### src/rtl/ldpc_iter_ctrl.sv
// ldpc_iter_ctrl
// Iteration scheduler for a flooding LDPC decoder core. For each frame it
// loads the variable-node array with channel LLRs, then alternates check-node
// and variable-node phases. After every iteration it checks the syndrome of
// the hard decisions. It stops on convergence, on MAX_ITER, or on abort.
//
// Ports
//   clk          system clock, all state on the rising edge
//   reset        asynchronous active-low reset
//   start        begin a frame; only looked at in IDLE
//   abort        end the current frame early; only looked at while busy
//   syndrome_ok  all parity checks satisfied; only looked at in CHECK
//   vnu_init     one-cycle strobe: VNUs load Q and P_sample from L
//   cnu_en       check-node update enable
//   vnu_en       variable-node update enable
//   hd_latch     one-cycle strobe: capture P as the decoded word
//   busy         high in every state except IDLE
//   done         one-cycle frame-completion pulse
//   converged    1 = last frame ended on syndrome_ok
//   iter_count   completed iterations of the current/last frame
//   dbg_state    current FSM state encoding, for checkers
//
// Host handshake: start is a level request. It is accepted on a rising edge
// where the controller is in IDLE, and it is ignored (not queued) while busy.
// Each accepted start produces exactly one done pulse, together with
// hd_latch. The only exception is a reset, which ends the frame with no pulse.
// converged and iter_count are valid from the done cycle until the next
// frame starts.

module ldpc_iter_ctrl #(
  parameter int MAX_ITER = 10,
  parameter int CNU_CYC  = 1,
  parameter int VNU_CYC  = 1,
  parameter int ITER_W   = 4,
  parameter int PH_W     = 4
) (
  input  logic              clk,
  input  logic              reset,
  input  logic              start,
  input  logic              abort,
  input  logic              syndrome_ok,
  output logic              vnu_init,
  output logic              cnu_en,
  output logic              vnu_en,
  output logic              hd_latch,
  output logic              busy,
  output logic              done,
  output logic              converged,
  output logic [ITER_W-1:0] iter_count,
  output logic [2:0]        dbg_state
);

  typedef enum logic [2:0] {
    S_IDLE  = 3'd0,
    S_INIT  = 3'd1,
    S_CNU   = 3'd2,
    S_VNU   = 3'd3,
    S_CHECK = 3'd4,
    S_DONE  = 3'd5
  } state_t;

  localparam logic [PH_W-1:0]   CNU_LAST = PH_W'(CNU_CYC - 1);
  localparam logic [PH_W-1:0]   VNU_LAST = PH_W'(VNU_CYC - 1);
  localparam logic [ITER_W-1:0] ITER_MAX = ITER_W'(MAX_ITER);

  state_t            state_q, state_d;
  logic [PH_W-1:0]   ph_q, ph_d;
  logic [ITER_W-1:0] iter_q, iter_d;
  logic              conv_q, conv_d;

  // Strobe/enable outputs are registered copies of what the next state
  // decodes to. This keeps them glitch-free and aligned with state_q.
  logic vnu_init_q, cnu_en_q, vnu_en_q, hd_latch_q, busy_q, done_q;
  logic vnu_init_d, cnu_en_d, vnu_en_d, hd_latch_d, busy_d, done_d;

  always_comb begin
    state_d = state_q;
    ph_d    = ph_q;
    iter_d  = iter_q;
    conv_d  = conv_q;
    unique case (state_q)
      S_IDLE: begin
        if (start) state_d = S_INIT;
      end
      S_INIT: begin
        iter_d  = '0;
        conv_d  = 1'b0;
        ph_d    = '0;
        state_d = abort ? S_DONE : S_CNU;
      end
      S_CNU: begin
        if (abort) begin
          conv_d  = 1'b0;
          ph_d    = '0;
          state_d = S_DONE;
        end else if (ph_q == CNU_LAST) begin
          ph_d    = '0;
          state_d = S_VNU;
        end else begin
          ph_d = ph_q + PH_W'(1);
        end
      end
      S_VNU: begin
        // abort wins over the terminal count, so an interrupted phase is
        // never counted as a completed iteration.
        if (abort) begin
          conv_d  = 1'b0;
          ph_d    = '0;
          state_d = S_DONE;
        end else if (ph_q == VNU_LAST) begin
          ph_d    = '0;
          iter_d  = (iter_q == ITER_MAX) ? iter_q : iter_q + ITER_W'(1);
          state_d = S_CHECK;
        end else begin
          ph_d = ph_q + PH_W'(1);
        end
      end
      S_CHECK: begin
        // iter_q here already includes the iteration that just finished.
        if (abort) begin
          conv_d  = 1'b0;
          state_d = S_DONE;
        end else if (syndrome_ok) begin
          conv_d  = 1'b1;
          state_d = S_DONE;
        end else if (iter_q == ITER_MAX) begin
          conv_d  = 1'b0;
          state_d = S_DONE;
        end else begin
          state_d = S_CNU;
        end
      end
      S_DONE: begin
        state_d = S_IDLE;
      end
      default: begin
        state_d = S_IDLE;
        ph_d    = '0;
      end
    endcase
  end

  always_comb begin
    vnu_init_d = (state_d == S_INIT);
    cnu_en_d   = (state_d == S_CNU);
    vnu_en_d   = (state_d == S_VNU);
    hd_latch_d = (state_d == S_DONE);
    done_d     = (state_d == S_DONE);
    busy_d     = (state_d != S_IDLE);
  end

  always_ff @(posedge clk or negedge reset) begin
    if (!reset) begin
      state_q    <= S_IDLE;
      ph_q       <= '0;
      iter_q     <= '0;
      conv_q     <= 1'b0;
      vnu_init_q <= 1'b0;
      cnu_en_q   <= 1'b0;
      vnu_en_q   <= 1'b0;
      hd_latch_q <= 1'b0;
      done_q     <= 1'b0;
      busy_q     <= 1'b0;
    end else begin
      state_q    <= state_d;
      ph_q       <= ph_d;
      iter_q     <= iter_d;
      conv_q     <= conv_d;
      vnu_init_q <= vnu_init_d;
      cnu_en_q   <= cnu_en_d;
      vnu_en_q   <= vnu_en_d;
      hd_latch_q <= hd_latch_d;
      done_q     <= done_d;
      busy_q     <= busy_d;
    end
  end

  assign vnu_init   = vnu_init_q;
  assign cnu_en     = cnu_en_q;
  assign vnu_en     = vnu_en_q;
  assign hd_latch   = hd_latch_q;
  assign done       = done_q;
  assign busy       = busy_q;
  assign converged  = conv_q;
  assign iter_count = iter_q;
  assign dbg_state  = state_q;

endmodule
### config.mk
export PLATFORM = sky130hd
export DESIGN_NAME = ldpc_iter_ctrl
export DESIGN_NICKNAME = d
export VERILOG_FILES = /design/src/rtl/ldpc_iter_ctrl.sv
export SDC_FILE = /design/constraint.sdc
export NUM_CORES = 1
export LEC_CHECK = 0
export BUFFER_PORTS_ARGS = -buffer_cell sky130_fd_sc_hd__buf_2
export CAP_MARGIN = 5
export CELL_PAD_IN_SITES_DETAIL_PLACEMENT = 0
export CELL_PAD_IN_SITES_GLOBAL_PLACEMENT = 1
export CORE_AREA = 2 2 52 54
export CTS_BUF_LIST = sky130_fd_sc_hd__clkbuf_16
export DETAILED_ROUTE_END_ITERATION = 8
export DIE_AREA = 0 0 54 56
export GPL_TIMING_DRIVEN = 0
export PLACE_DENSITY = 0.84
export REMOVE_ABC_BUFFERS = 1
export SKIP_LAST_GASP = 1
export SYNTH_ARGS = -nofsm -noshare
export SYNTH_HDL_FRONTEND = slang
export SYNTH_SLANG_ARGS = --single-unit
### constraint.sdc
create_clock -name clk -period 2.5 [get_ports clk]
set_clock_uncertainty 0.15 [all_clocks]
set_input_delay 0.25 -clock clk [delete_from_list [all_inputs] [get_ports clk]]
set_output_delay 0.25 -clock clk [all_outputs]
set_load 0.005 [all_outputs]
Yosys cells after proc, flatten, opt, wreduce, memory -nomap -nowiden
Index checks and enable logic that the tools add are counted.
W data, S select, Z words.
- $add $sub $neg: 2
- multiply operators: 0
- divide/modulo/power cells: 0
- $lt $le $gt $ge: 0
- eq/ne operators: 15
- shift-type cells: 0
- muxes and demuxes: 22
- bitwise logic cells: 0
- reductions and logical operators: 9
- operator list (cell ; number):
    $mux W3 ; 9
    $mux W4 ; 5
    $pmux W4 S2 ; 2
    $pmux W3 S5 ; 1
    $eq A3 B2 Y1 const B ; 4
    $eq A3 B3 Y1 const B ; 3
    $add A4 B1 Y4 const B ; 2
    $eq A3 B1 Y1 const B ; 2
    $ne A2 B2 Y1 const B ; 3
    $reduce_bool A3 Y1 ; 2
    $eq A4 B4 Y1 const B ; 1
    $logic_not A4 Y1 ; 1
    $mux W1 ; 4
    $ne A4 B4 Y1 const B ; 1
    $reduce_and A4 Y1 ; 1
    $logic_not A3 Y1 ; 1
    $pmux W1 S3 ; 1
    $reduce_and A3 Y1 ; 1
    $reduce_or A3 Y1 ; 1
    $ne A2 B1 Y1 const B ; 1
    $reduce_bool A2 Y1 ; 1
    $reduce_or A2 Y1 ; 1
- register bits: 17
- latch bits: 0
- memory bits (writable): 0
- ROM bits: 0
- bits of input ports: 5
- output and inout bits: 14
- word-level logic and storage cells: 57
- memories: 0

Depth between registers and ports, before layout
- depth in word-level cells: 6
- gate-level depth with buffers: 6
- gate-level depth less buffers: 6

Least setup slack after synthesis
OpenSTA, ideal clock, no wires.
- kind: register to register
- start: reg ph_q[0]
- end: reg iter_q[1], in the netlist iter_count[1]
- library setup time: 0.128 ns
- arrival time: 1.640 ns
- data required time: 2.222 ns
- setup slack: 0.582 ns
- stages on the path, launching flop included: 7
- buffers on the path: 0
- clock period less this slack: 1.918 ns
- cell sequence: dfrtp_1 inv_1 ha_1 or4b_4 o21ai_2 nand2_1 mux2_1
- word-level cells in the longest chain between the ends: 3
- RTL lines (what ; line ; source):
    from (decl) ; 67 ; logic [PH_W-1:0] ph_q, ph_d;
    from (signal assigned) ; 166 ; ph_q <= ph_d;
    $logic_not A4 Y1 ; 110 ; end else if (ph_q == VNU_LAST) begin
    $ne A2 B2 Y1 (no line) ; -- ;
    $reduce_and A4 Y1 (no line) ; -- ;
    to (signal assigned) ; 167 ; iter_q <= iter_d;
    to (decl) ; 68 ; logic [ITER_W-1:0] iter_q, iter_d;
No other way between the ends.
A chain may end at the register's enable or synchronous reset.

Worst setup path after layout
- start: reg iter_q[0], in the netlist iter_count[0]
- end: reg vnu_en_q, in the netlist vnu_en
- word-level cells in the longest chain between the ends: 6
- RTL lines (what ; line ; source):
    $eq A4 B4 Y1 ; 126 ; end else if (iter_q == ITER_MAX) begin
    $mux W3 ; 126 ;
    $mux W3 ; 123 ; end else if (syndrome_ok) begin
    $mux W3 ; 120 ; if (abort) begin
    $pmux W3 S5 ; 81 ; unique case (state_q)
    named net state_d[0] ; 66 ; state_t state_q, state_d;
    $eq A3 B2 Y1 ; 146 ; vnu_en_d = (state_d == S_VNU);
    named net vnu_en_d ; 74 ; logic vnu_init_d, cnu_en_d, vnu_en_d, hd_latch_d, busy_d, done_d;
    to (signal assigned) ; 171 ; vnu_en_q <= vnu_en_d;
    to (decl) ; 73 ; logic vnu_init_q, cnu_en_q, vnu_en_q, hd_latch_q, busy_q, done_q;
The timed path passes the listed nets, and every way through them passes these cells.

==> results.cfg <==
[critical_path]
critPathMaxStageDelay_ps = 410
r2r_slack_ps = 420
rr_startpoint = iter_count[0]
crit_arrival_ps = 2050
cp_slowest_cell = o311ai_1
path_delay_family = compound AO/OA/AOI/OAI gates
required_ps = 2470
r2r_cells = 6
worst_setup_path_start_kind = flop
worst-path-buf-inv = 1
reg2reg_to = vnu_en
path_cells = inv_1 -> ha_1 -> and3b_1 -> o311ai_1 -> o2111ai_1 -> nor2b_1
critPathKind = reg -> reg
crit_fanout = 4
worstSetupEndpointType = flop

[detailed_routing]
wl_per_cell_um = 13.1
dr.first_iter.drc_count = 16
dr.pass1.iters = 4
wirelength_mm = 1.88
vias = 775
via_per_inst = 5.38
drcViolationCount = 0
antenna_left = 0

[timing]
slew_headroom = 0.613
tightestPinTransition_ps = 581
rsz0062_at_grt = no
postLayoutSetupSlackWorst_ps = 419
post-route-period-util = 0.833
finalHoldViolCount = 0
holdWs_ps = 125
setup_tns_ps = 0
timing.fmax_mhz = 480
fin_crit_ps = 2080
setup_viol = 0
slew_violations = 0

[yosys]
synthTopCellsByArea = dfrtp_1 45%, ha_1 5.3%, inv_1 3.2%
synth_cell_type_count = 36
ys_ff_latch = 17
yosys.area.top_type_share = 0.450
synth-seq-area-share = 0.450
netlist_instances = 95
netlist_area_um2 = 945
yosysWarningCount = 0
yosys.area.top_type = dfrtp_1
syn_avg_cell_area_um2 = 9.94

[clock_tree]
cts.sinks = 17
ctsLongestPathBuffers = 2
clockRootBuffer = clkbuf_16
cts_tree = done
clk_pin_slew_ps = 50
htreeDepth = 1
postCtsSetupRepairBufs = 0
cts_buffers = 3
clk_latency_ps = 250

[floorplan]
initial_core_util = 0.388
ios = 19
core.rowCount = 18
coreArea_um2 = 2430
fp.dieW_um = 54
die_height_um = 56
die-area_um2 = 3020

[final_layout]
antenna_cells = 0
drive_gt1_frac = 0.211
syn2layout_area_growth_pct = 20.9
multi_input_area_um2 = 470
register_area_um2 = 425
fillCellCount = 233
nNetsFinal = 124

[power]
power_density_nw_per_um2 = 1040
power_w = 0.00119
seq_power_share = 0.388
ir_worst_vdd_uv = 617
power_leakage_nw = 0.550
swShare = 0.365
power_switching_w = 0.000435
comb_power_share = 0.346
p_int_w = 0.000758
clockPowerShare = 0.266

[placed_design]
port_buffers = 18
place_congestion = 0.824
dp_worst_setup_slack_ps = 466
hpwl_mm = 1.38

[hold_path]
hold_class = in -> reg
hold_start = start
whs_path_depth = 2
hold_end = vnu_init

[run_status]
status = completed

[job]
drv_cap = 0

[global_route]
antenna_found_initial = 0
grt_usage = 0.136
grt_pass1_vias = 652
grt-ovfl-total = 0
grt_max_degree = 18
grt_pass1_wl_mm = 3.01
timing repair:
action / 4_1_cts / 5_1_grt
endpoints found under the hold margin: 17 / 0
gates resized for setup: 0 / 0
hold buffers: 1 / 0
cell usage in the layout (no fill, tap or decap), drive strengths merged, types with 2 or more instances in the layout:
| cell | instances |
|---|---|
| nand2b | 4 |
| or3 | 2 |
| o31ai | 2 |
| ha | 4 |
| o21ai | 5 |
| xnor2 | 2 |
| mux2i | 2 |
| nand3 | 3 |
| clkbuf | 3 |
| a21oi | 2 |
| nand2 | 8 |
| nand3b | 2 |
| buf | 18 |
| nor2 | 6 |
| nor2b | 4 |
| inv | 9 |
| o311ai | 3 |
| nor3 | 2 |
| dfrtp | 17 |
stage by stage:
stage	cell area (um2)	utilization	cells
6_report	1140	0.470	144
5_1_grt	1140	0.470	144
4_1_cts	1140	0.470	144
3_5_place_dp	1050	0.433	139
3_3_place_gp	1050	0.433	139
2_1_floorplan	926	-	91
layer usage:
metal | wire length (um) | GRT usage | share of wire | vias to the layer above
met4 | 19 | 0.0321 | 0.010 | 0
li1 | - | - | - | 377
met5 | 0 | 0 | 0 | -
met3 | 130 | 0.0565 | 0.069 | 2
met1 | 907 | 0.182 | 0.48 | 369
met2 | 826 | 0.202 | 0.44 | 27
state kept, by name, indices dropped and copies added, names as in the netlist:
register	cells
iter_count	4
ph_q	4
dbg_state	3
busy	1
cnu_en	1
converged	1
done	1
vnu_en	1
vnu_init	1
power by group through the flow:
stage               registers [W]  clock network [W]  logic (W)
finish                   0.000463           0.000317   0.000413
global route             0.000481           0.000337   0.000471
CTS                      0.000463           0.000322   0.000416
detailed placement       0.000468                  0   0.000414
global placement         0.000463                  0   0.000406
floorplan                0.000455                  0   0.000259
layout make-up:
cell class | count | area share
Sequential cell | 17 | 0.372
Clock buffer | 3 | 0.0657
Timing Repair Buffer | 19 | 0.0876
Clock inverter | 1 | 0.00329
Inverter | 8 | 0.0263
Tap cell | 30 | 0.0329
Multi-Input combinational cell | 66 | 0.412
worst max-delay path by stage:
| stage | start | endpoint | slack, ps | cells after the start |
|---|---|---|---|---|
| finish | iter_count[0] | vnu_en | 420 | 6 |
| global route | ph_q[0] | vnu_en | 270 | 6 |
| CTS | iter_count[0] | vnu_en | 440 | 6 |
| detailed placement | ph_q[0] | vnu_en | 470 | 6 |
| global placement | iter_count[0] | vnu_en | 430 | 6 |
| floorplan | ph_q[0] | iter_count[1] | 580 | 6 |
worst register-to-register path: cells and delay by family (launching register included):
family / cells / cell delay [ps]
compound gates: 2 / 680
simple gates: 2 / 440
flops: 1 / 380
fa+ha+maj: 1 / 220
buf+inv: 1 / 80
synth_stat cells:
cell type,instances
o211ai_1,1
nand3_1,3
dfrtp_1,17
nor3_1,2
inv_1,8
o21ai_2,1
and3b_1,1
mux2i_1,2
xnor2_1,2
or3_1,2
o31ai_1,2
buf_1,1
ha_1,4
o21a_1,1
nand2b_1,4
nor2b_1,4
o2111ai_1,1
nor2_1,6
nor3b_1,1
nor4_1,1
a311oi_1,1
mux2_1,1
or4b_4,1
nand4_1,1
o21ai_0,4
nand2_1,8
buf_4,1
clkbuf_1,2
nand3b_1,2
and3_1,1
a2111oi_4,1
o221ai_1,1
o311ai_1,3
a41o_1,1
a21oi_1,2
or3b_1,1
cell families (layout without fill, tap and decap cells):
kind of cell	Yosys count	after routing	share of synthesized area
mux	3	3	0.0331
simple gates	38	38	0.225
fa+ha+maj	4	4	0.0530
compound gates	19	19	0.168
buf+inv	12	31	0.0517
xor+xnor	2	2	0.0185
flops	17	17	0.450
(Power assumes the default switching activity.)
